## src/rtl/and_gate_b_if.sv

```systemverilog
// Bus bundle for and_gate_b: operands driven by the master, gate results returned by the slave.
interface and_gate_b_if #(
    parameter int WIDTH = 1,
    parameter int CNT_W = 8
);
    logic [WIDTH-1:0] a;
    logic [WIDTH-1:0] b;
    logic [WIDTH-1:0] y;
    logic [WIDTH-1:0] y_q;
    logic             all_ones;
    logic             rise;
    logic [CNT_W-1:0] hi_count;

    modport master (
        output a, b,
        input  y, y_q, all_ones, rise, hi_count
    );

    modport slave (
        input  a, b,
        output y, y_q, all_ones, rise, hi_count
    );
endinterface

```

## src/rtl/and_gate_b.sv

```systemverilog
// Bitwise AND with a registered copy, an all-ones flag, a 0->1 edge pulse
// and a saturating count of cycles spent with the flag set.
module and_gate_b #(
    parameter int WIDTH = 1,
    parameter int CNT_W = 8
) (
    input  logic         clk,
    input  logic         rst_n,
    and_gate_b_if.slave  agb
);

    logic [WIDTH-1:0] y_s;
    logic [WIDTH-1:0] y_d;
    logic [WIDTH-1:0] y_q;
    logic             all_ones_d;
    logic             all_ones_q;
    logic             rise_d;
    logic             rise_q;
    logic [CNT_W-1:0] hi_count_d;
    logic [CNT_W-1:0] hi_count_q;

    // Counter holds at its maximum rather than wrapping.
    function automatic logic [CNT_W-1:0] sat_inc(input logic [CNT_W-1:0] cnt);
        if (&cnt) begin
            return cnt;
        end else begin
            return cnt + CNT_W'(1'b1);
        end
    endfunction

    // Gate output and next-state values for all registers.
    always_comb begin
        y_s        = agb.a & agb.b;
        y_d        = y_s;
        all_ones_d = &y_s;
        rise_d     = all_ones_d & ~all_ones_q;
        if (all_ones_q) begin
            hi_count_d = sat_inc(hi_count_q);
        end else begin
            hi_count_d = hi_count_q;
        end
    end

    // State registers, cleared immediately on reset assertion.
    always_ff @(posedge clk or negedge rst_n) begin
        if (!rst_n) begin
            y_q        <= {WIDTH{1'b0}};
            all_ones_q <= 1'b0;
            rise_q     <= 1'b0;
            hi_count_q <= {CNT_W{1'b0}};
        end else begin
            y_q        <= y_d;
            all_ones_q <= all_ones_d;
            rise_q     <= rise_d;
            hi_count_q <= hi_count_d;
        end
    end

    assign agb.y        = y_s;
    assign agb.y_q      = y_q;
    assign agb.all_ones = all_ones_q;
    assign agb.rise     = rise_q;
    assign agb.hi_count = hi_count_q;

endmodule

```

## src/flat_wrapper.sv

```systemverilog
// flat-port wrapper written by rule: the top's interface ports become plain ports
module and_gate_b_flat 
#(
    parameter int WIDTH = 1,
    parameter int CNT_W = 8
)
  (clk, rst_n, agb_a, agb_b, agb_y, agb_y_q, agb_all_ones, agb_rise, agb_hi_count);
  and_gate_b_if #(.WIDTH(WIDTH), .CNT_W(CNT_W)) agb_i ();
  input  logic clk;
  input  logic rst_n;
  input wire logic [$bits(agb_i.a)-1:0] agb_a;
  input wire logic [$bits(agb_i.b)-1:0] agb_b;
  output wire logic [$bits(agb_i.y)-1:0] agb_y;
  output wire logic [$bits(agb_i.y_q)-1:0] agb_y_q;
  output wire logic [$bits(agb_i.all_ones)-1:0] agb_all_ones;
  output wire logic [$bits(agb_i.rise)-1:0] agb_rise;
  output wire logic [$bits(agb_i.hi_count)-1:0] agb_hi_count;
  assign agb_i.a = agb_a;
  assign agb_i.b = agb_b;
  assign agb_y = agb_i.y;
  assign agb_y_q = agb_i.y_q;
  assign agb_all_ones = agb_i.all_ones;
  assign agb_rise = agb_i.rise;
  assign agb_hi_count = agb_i.hi_count;
  and_gate_b #(.WIDTH(WIDTH), .CNT_W(CNT_W)) u_core (.clk(clk), .rst_n(rst_n), .agb(agb_i));
endmodule
```

## config.mk

```make
export PLATFORM = sky130hd
export DESIGN_NAME = and_gate_b_flat
export DESIGN_NICKNAME = d
export VERILOG_FILES = /design/src/rtl/and_gate_b_if.sv /design/src/rtl/and_gate_b.sv /design/src/flat_wrapper.sv
export SDC_FILE = /design/constraint.sdc
export NUM_CORES = 1
export LEC_CHECK = 0
export CELL_PAD_IN_SITES_DETAIL_PLACEMENT = 1
export CELL_PAD_IN_SITES_GLOBAL_PLACEMENT = 1
export CORE_MARGIN = 4
export CORE_UTILIZATION = 34
export DETAILED_ROUTE_END_ITERATION = 10
export PLACE_DENSITY_LB_ADDON = 0.1
export SLEW_MARGIN = 25
export SYNTH_ARGS = -nofsm -noshare
export SYNTH_HDL_FRONTEND = slang
export SYNTH_SLANG_ARGS = --single-unit
```

## constraint.sdc

```tcl
create_clock -name clk -period 3.04 [get_ports clk]
set_clock_uncertainty 0.2 [all_clocks]
set_input_delay 0.608 -clock clk [delete_from_list [all_inputs] [get_ports clk]]
set_output_delay 0.608 -clock clk [all_outputs]
set_load 0.05 [all_outputs]
```

==> impl_table.tex <==
\begin{tabular}{lr}
\hline
Metric & Value \\
\hline
\multicolumn{2}{l}{\textbf{Status}} \\
\quad Run status & complete, no violations \\
\multicolumn{2}{l}{\textbf{Worst setup path}} \\
\quad Type of element launching the critical path & flip-flop \\
\quad Ordered list of cells on the worst path & clkdlybuf4s50\_1 \\
\quad Max incr delay on CP & 0.85 ns \\
\quad Critical path fanouts, max & 8 \\
\quad Cell class contributing the biggest share of worst-path delay & buffers and inverters \\
\quad R2R Setup Slk & 1.37 ns \\
\quad Endpoint required time on the critical path & 2.23 ns \\
\quad Critical register-to-register path startpoint & u\_core.agb.hi\_count[0] \\
\quad Buffers and inverters on the worst path & 1 \\
\quad Critical path startpoint & u\_core.agb.hi\_count[3] \\
\quad Setup CP Type & reg2out \\
\quad Cell type of the slowest stage on the worst timing path & clkdlybuf4s50\_1 \\
\quad Worst setup EP type & output pin \\
\quad Data arrival, critical path & 1.58 ns \\
\multicolumn{2}{l}{\textbf{STA}} \\
\quad Highest achievable clock rate & 420 MHz \\
\quad Slew at the pin with the worst max-slew slack & 0.509 ns \\
\quad Minimum clock period & 2.38 ns \\
\quad Share of the clock period used by the worst path after layout & 78.4\% \\
\quad Remaining max-slew budget at the tightest pin & 66.0\% \\
\quad Hold Violations, Final & 0 \\
\quad Setup repair after global routing missed its margin & false \\
\quad Max-slew violations & 0 \\
\quad Sum Neg Setup Slack & 0 ns \\
\quad Count of final setup violators & 0 \\
\multicolumn{2}{l}{\textbf{Worst hold path}} \\
\quad Hold WC Path Type & reg2reg \\
\quad Launch point of the worst hold path & u\_core.agb.hi\_count[0] \\
\multicolumn{2}{l}{\textbf{Floorplanning}} \\
\quad Horizontal extent of the die & 44.8 um \\
\quad Overall die area & 0.00201 sq mm \\
\quad I/O pin count & 16 \\
\quad \# rows & 13 \\
\quad Area inside the core boundary & 0.00128 sq mm \\
\quad Vertical extent of the die & 44.8 um \\
\quad Effective utilization at floorplan & 35.8\% \\
\multicolumn{2}{l}{\textbf{Detailed routing}} \\
\quad Routed vias & 383 \\
\quad Number of iterations in the first detailed-routing pass & 2 \\
\quad Post-route DRC & 0 \\
\quad Drt via density & 5.39 \\
\quad Wirelength, routed & 1020 um \\
\quad Post-DRT Antenna Nets & 0 \\
\quad Detailed router's first-iteration violation count & 1 \\
\quad Final routed wire length divided by cell count & 14.4 um \\
\multicolumn{2}{l}{\textbf{CTS}} \\
\quad Worst-skew pair later-pin latency & 0.26 ns \\
\quad Number of clock sinks & 10 \\
\quad Post-CTS Resized & 0 \\
\quad Clock Pin Slew Worst Setup and Hold Paths & 0.07 ns \\
\quad Total number of H-tree levels & 1 \\
\quad Clock root buffer & clkbuf\_4 \\
\quad Number of buffers inserted by post-CTS setup repair & 0 \\
\quad Clock Path Buffers & 2 \\
\quad Number of CTS-inserted buffers & 3 \\
\quad Hold buffers post-CTS & 0 \\
\quad Clock tree from TritonCTS & yes \\
\multicolumn{2}{l}{\textbf{Yosys}} \\
\quad Yosys reg bits & 10 \\
\quad Mean area per synthesized cell & 11.8 sq um \\
\quad Synthesized netlist net count & 44 \\
\quad Area share of the leading cell type in the synthesized netlist & 54.3\% \\
\quad Total number of yosys warnings & 0 \\
\quad Share of the yosys chip area belonging to registers & 54.3\% \\
\quad Post-Synthesis Cells & 39 \\
\quad Most area-consuming cells after synthesis & dfrtp\_1 (54\%), a21oi\_1 (5.4\%), mux2\_1 (4.9\%), xnor2\_1 (3.8\%), ha\_1 (2.7\%) \\
\quad Synth Flop Type & dfrtp\_1 \\
\quad Yosys top cell by area & dfrtp\_1 \\
\quad Number of flops mapped to enable cells by yosys & 0 \\
\quad Syn Std Cell Area & 460 sq um \\
\quad Most frequent cells after synthesis & dfrtp\_1 (10), a21oi\_1 (5) \\
\quad Cell with the most instances after synthesis & dfrtp\_1 \\
\quad Post-synth ARST share & 100\% \\
\quad Library cells used by synthesis & 21 \\
\multicolumn{2}{l}{\textbf{Pwr}} \\
\quad Worst ir drop on vdd & 0.387 mV \\
\quad Clock power frac & 13.8\% \\
\quad Cell internal power dissipation & 0.000327 W \\
\quad Power density over the cells & 974 mW/mm\^{}2 \\
\quad Net switching fraction of the power & 47.7\% \\
\quad Fraction of power consumed by combinational cells & 48.9\% \\
\quad Sequential group share of total power & 37.4\% \\
\quad Pleak & 0.270 nW \\
\quad Sw Pwr & 0.000298 W \\
\multicolumn{2}{l}{\textbf{Placed design}} \\
\quad Area post-placement & 619 sq um \\
\quad Weighted congestion reported at the end of routability-driven placement & 0.712 \\
\quad Hpwl dp & 783 um \\
\quad Count of buffers from port buffering & 15 \\
\multicolumn{2}{l}{\textbf{Global routing}} \\
\quad First-pass GRT wire length & 1790 um \\
\quad Initial antenna violation count & 0 \\
\quad Overflow left after global routing & 0 \\
\quad Tot GR Track Use & 12.2\% \\
\quad Maximum number of pins on one net before global-route repair & 11 \\
\quad Number of global-route vias before repair & 395 \\
\multicolumn{2}{l}{\textbf{Layout}} \\
\quad Final design instance area without fill & 642 sq um \\
\quad Net count of the finished layout & 63 \\
\quad Layout cell share with drive strength beyond 1 & 16.1\% \\
\quad Area overhead of the layout relative to synthesis & 39.4\% \\
\quad Number of inserted diodes & 0 \\
\multicolumn{2}{l}{\textbf{Flow run}} \\
\quad Max Cap Viol & 0 \\
\hline
\end{tabular}
-- layout by cell type, fill, tap and decap left out, drive strengths merged, types with 2 or more instances in the layout --
| cell | Yosys | final |
|---|---|---|
| and3 | 2 | 2 |
| o21ai | 3 | 3 |
| xnor2 | 2 | 2 |
| clkbuf | 0 | 3 |
| and4 | 2 | 2 |
| a21oi | 5 | 5 |
| mux2 | 3 | 3 |
| nand3 | 2 | 2 |
| clkdlybuf4s50 | 0 | 14 |
| nand4 | 2 | 2 |
| dfrtp | 10 | 10 |
-- power by group through the flow --
| stage | registers, W | clock network [W] | logic [W] |
|---|---|---|---|
| final | 0.000234 | 0.0000860 | 0.000306 |
| after CTS | 0.000235 | 0.0000878 | 0.000309 |
| after floorplan | 0.000367 | 0 | 0.0000625 |
| after detailed placement | 0.000236 | 0 | 0.000307 |
| after global routing | 0.000244 | 0.0000988 | 0.000326 |
| after global placement | 0.000231 | 0 | 0.000305 |
-- logic make-up (layout without fill, tap and decap cells) --
| kind of cell | Yosys count | count (layout) | synth area share, % |
|---|---|---|---|
| buffers and inverters | 1 | 18 | 1.63 |
| muxes | 3 | 3 | 7.34 |
| AOI/OAI and AO/OA | 10 | 10 | 12.5 |
| and+or+nand+nor | 12 | 12 | 17.7 |
| xor gates and xnor gates | 2 | 2 | 3.81 |
| adders and majority gates | 1 | 1 | 2.72 |
| DFF | 10 | 10 | 54.3 |
-- stage by stage --
step	cells	total power, W	hold slack, ns	setup slack, ns	util, %
global placement	68	0.000536	0.311	0.836	48.2
detailed placement	68	0.000543	0.321	0.821	48.2
CTS	71	0.000631	0.339	0.648	50.0
global route	71	0.000669	0.368	0.603	50.0
finish	71	0.000625	0.334	0.657	50.0
floorplan	39	0.000430	0.112	1.16	-
-- worst paths after layout --
kind	end	depth (start not counted)
worst max-delay path	agb_hi_count[3]	1
worst min-delay path	u_core.agb.hi_count[0]	1
worst max register to register	u_core.agb.hi_count[6]	4
worst min register to register	u_core.agb.hi_count[0]	1
max in group asynchronous	u_core.agb.y_q	1
min in group asynchronous	u_core.agb.hi_count[7]	1
-- per-layer routing --
layer,up-vias,track usage [%],wire length [um]
met1,188,14.6,446
met4,0,3.51,11
met2,13,21.2,488
met5,-,0,0
met3,2,3.19,78
li1,180,-,-
-- worst register-to-register path, cell delays in order, from the launching register on --
cell	delay, ns
dfrtp_1	0.42
ha_1	0.25
and3_2	0.24
nand4_1	0.10
mux2_2	0.34
-- registers in the layout (all words and copies together), names as in the netlist --
register,cells
u_core.agb.y_q,1
u_core.agb.hi_count,8
u_core.agb.rise,1
-- final cells by class --
| class | instances | area (sq um) |
|---|---|---|
| clock buffer | 3 | 22.5 |
| fill | 144 | 643 |
| multi-input combinational | 28 | 203 |
| sequential | 10 | 250 |
| tap | 15 | 18.8 |
| timing repair buffer | 15 | 148 |
Note: power is estimated with default switching activity, not from simulation.
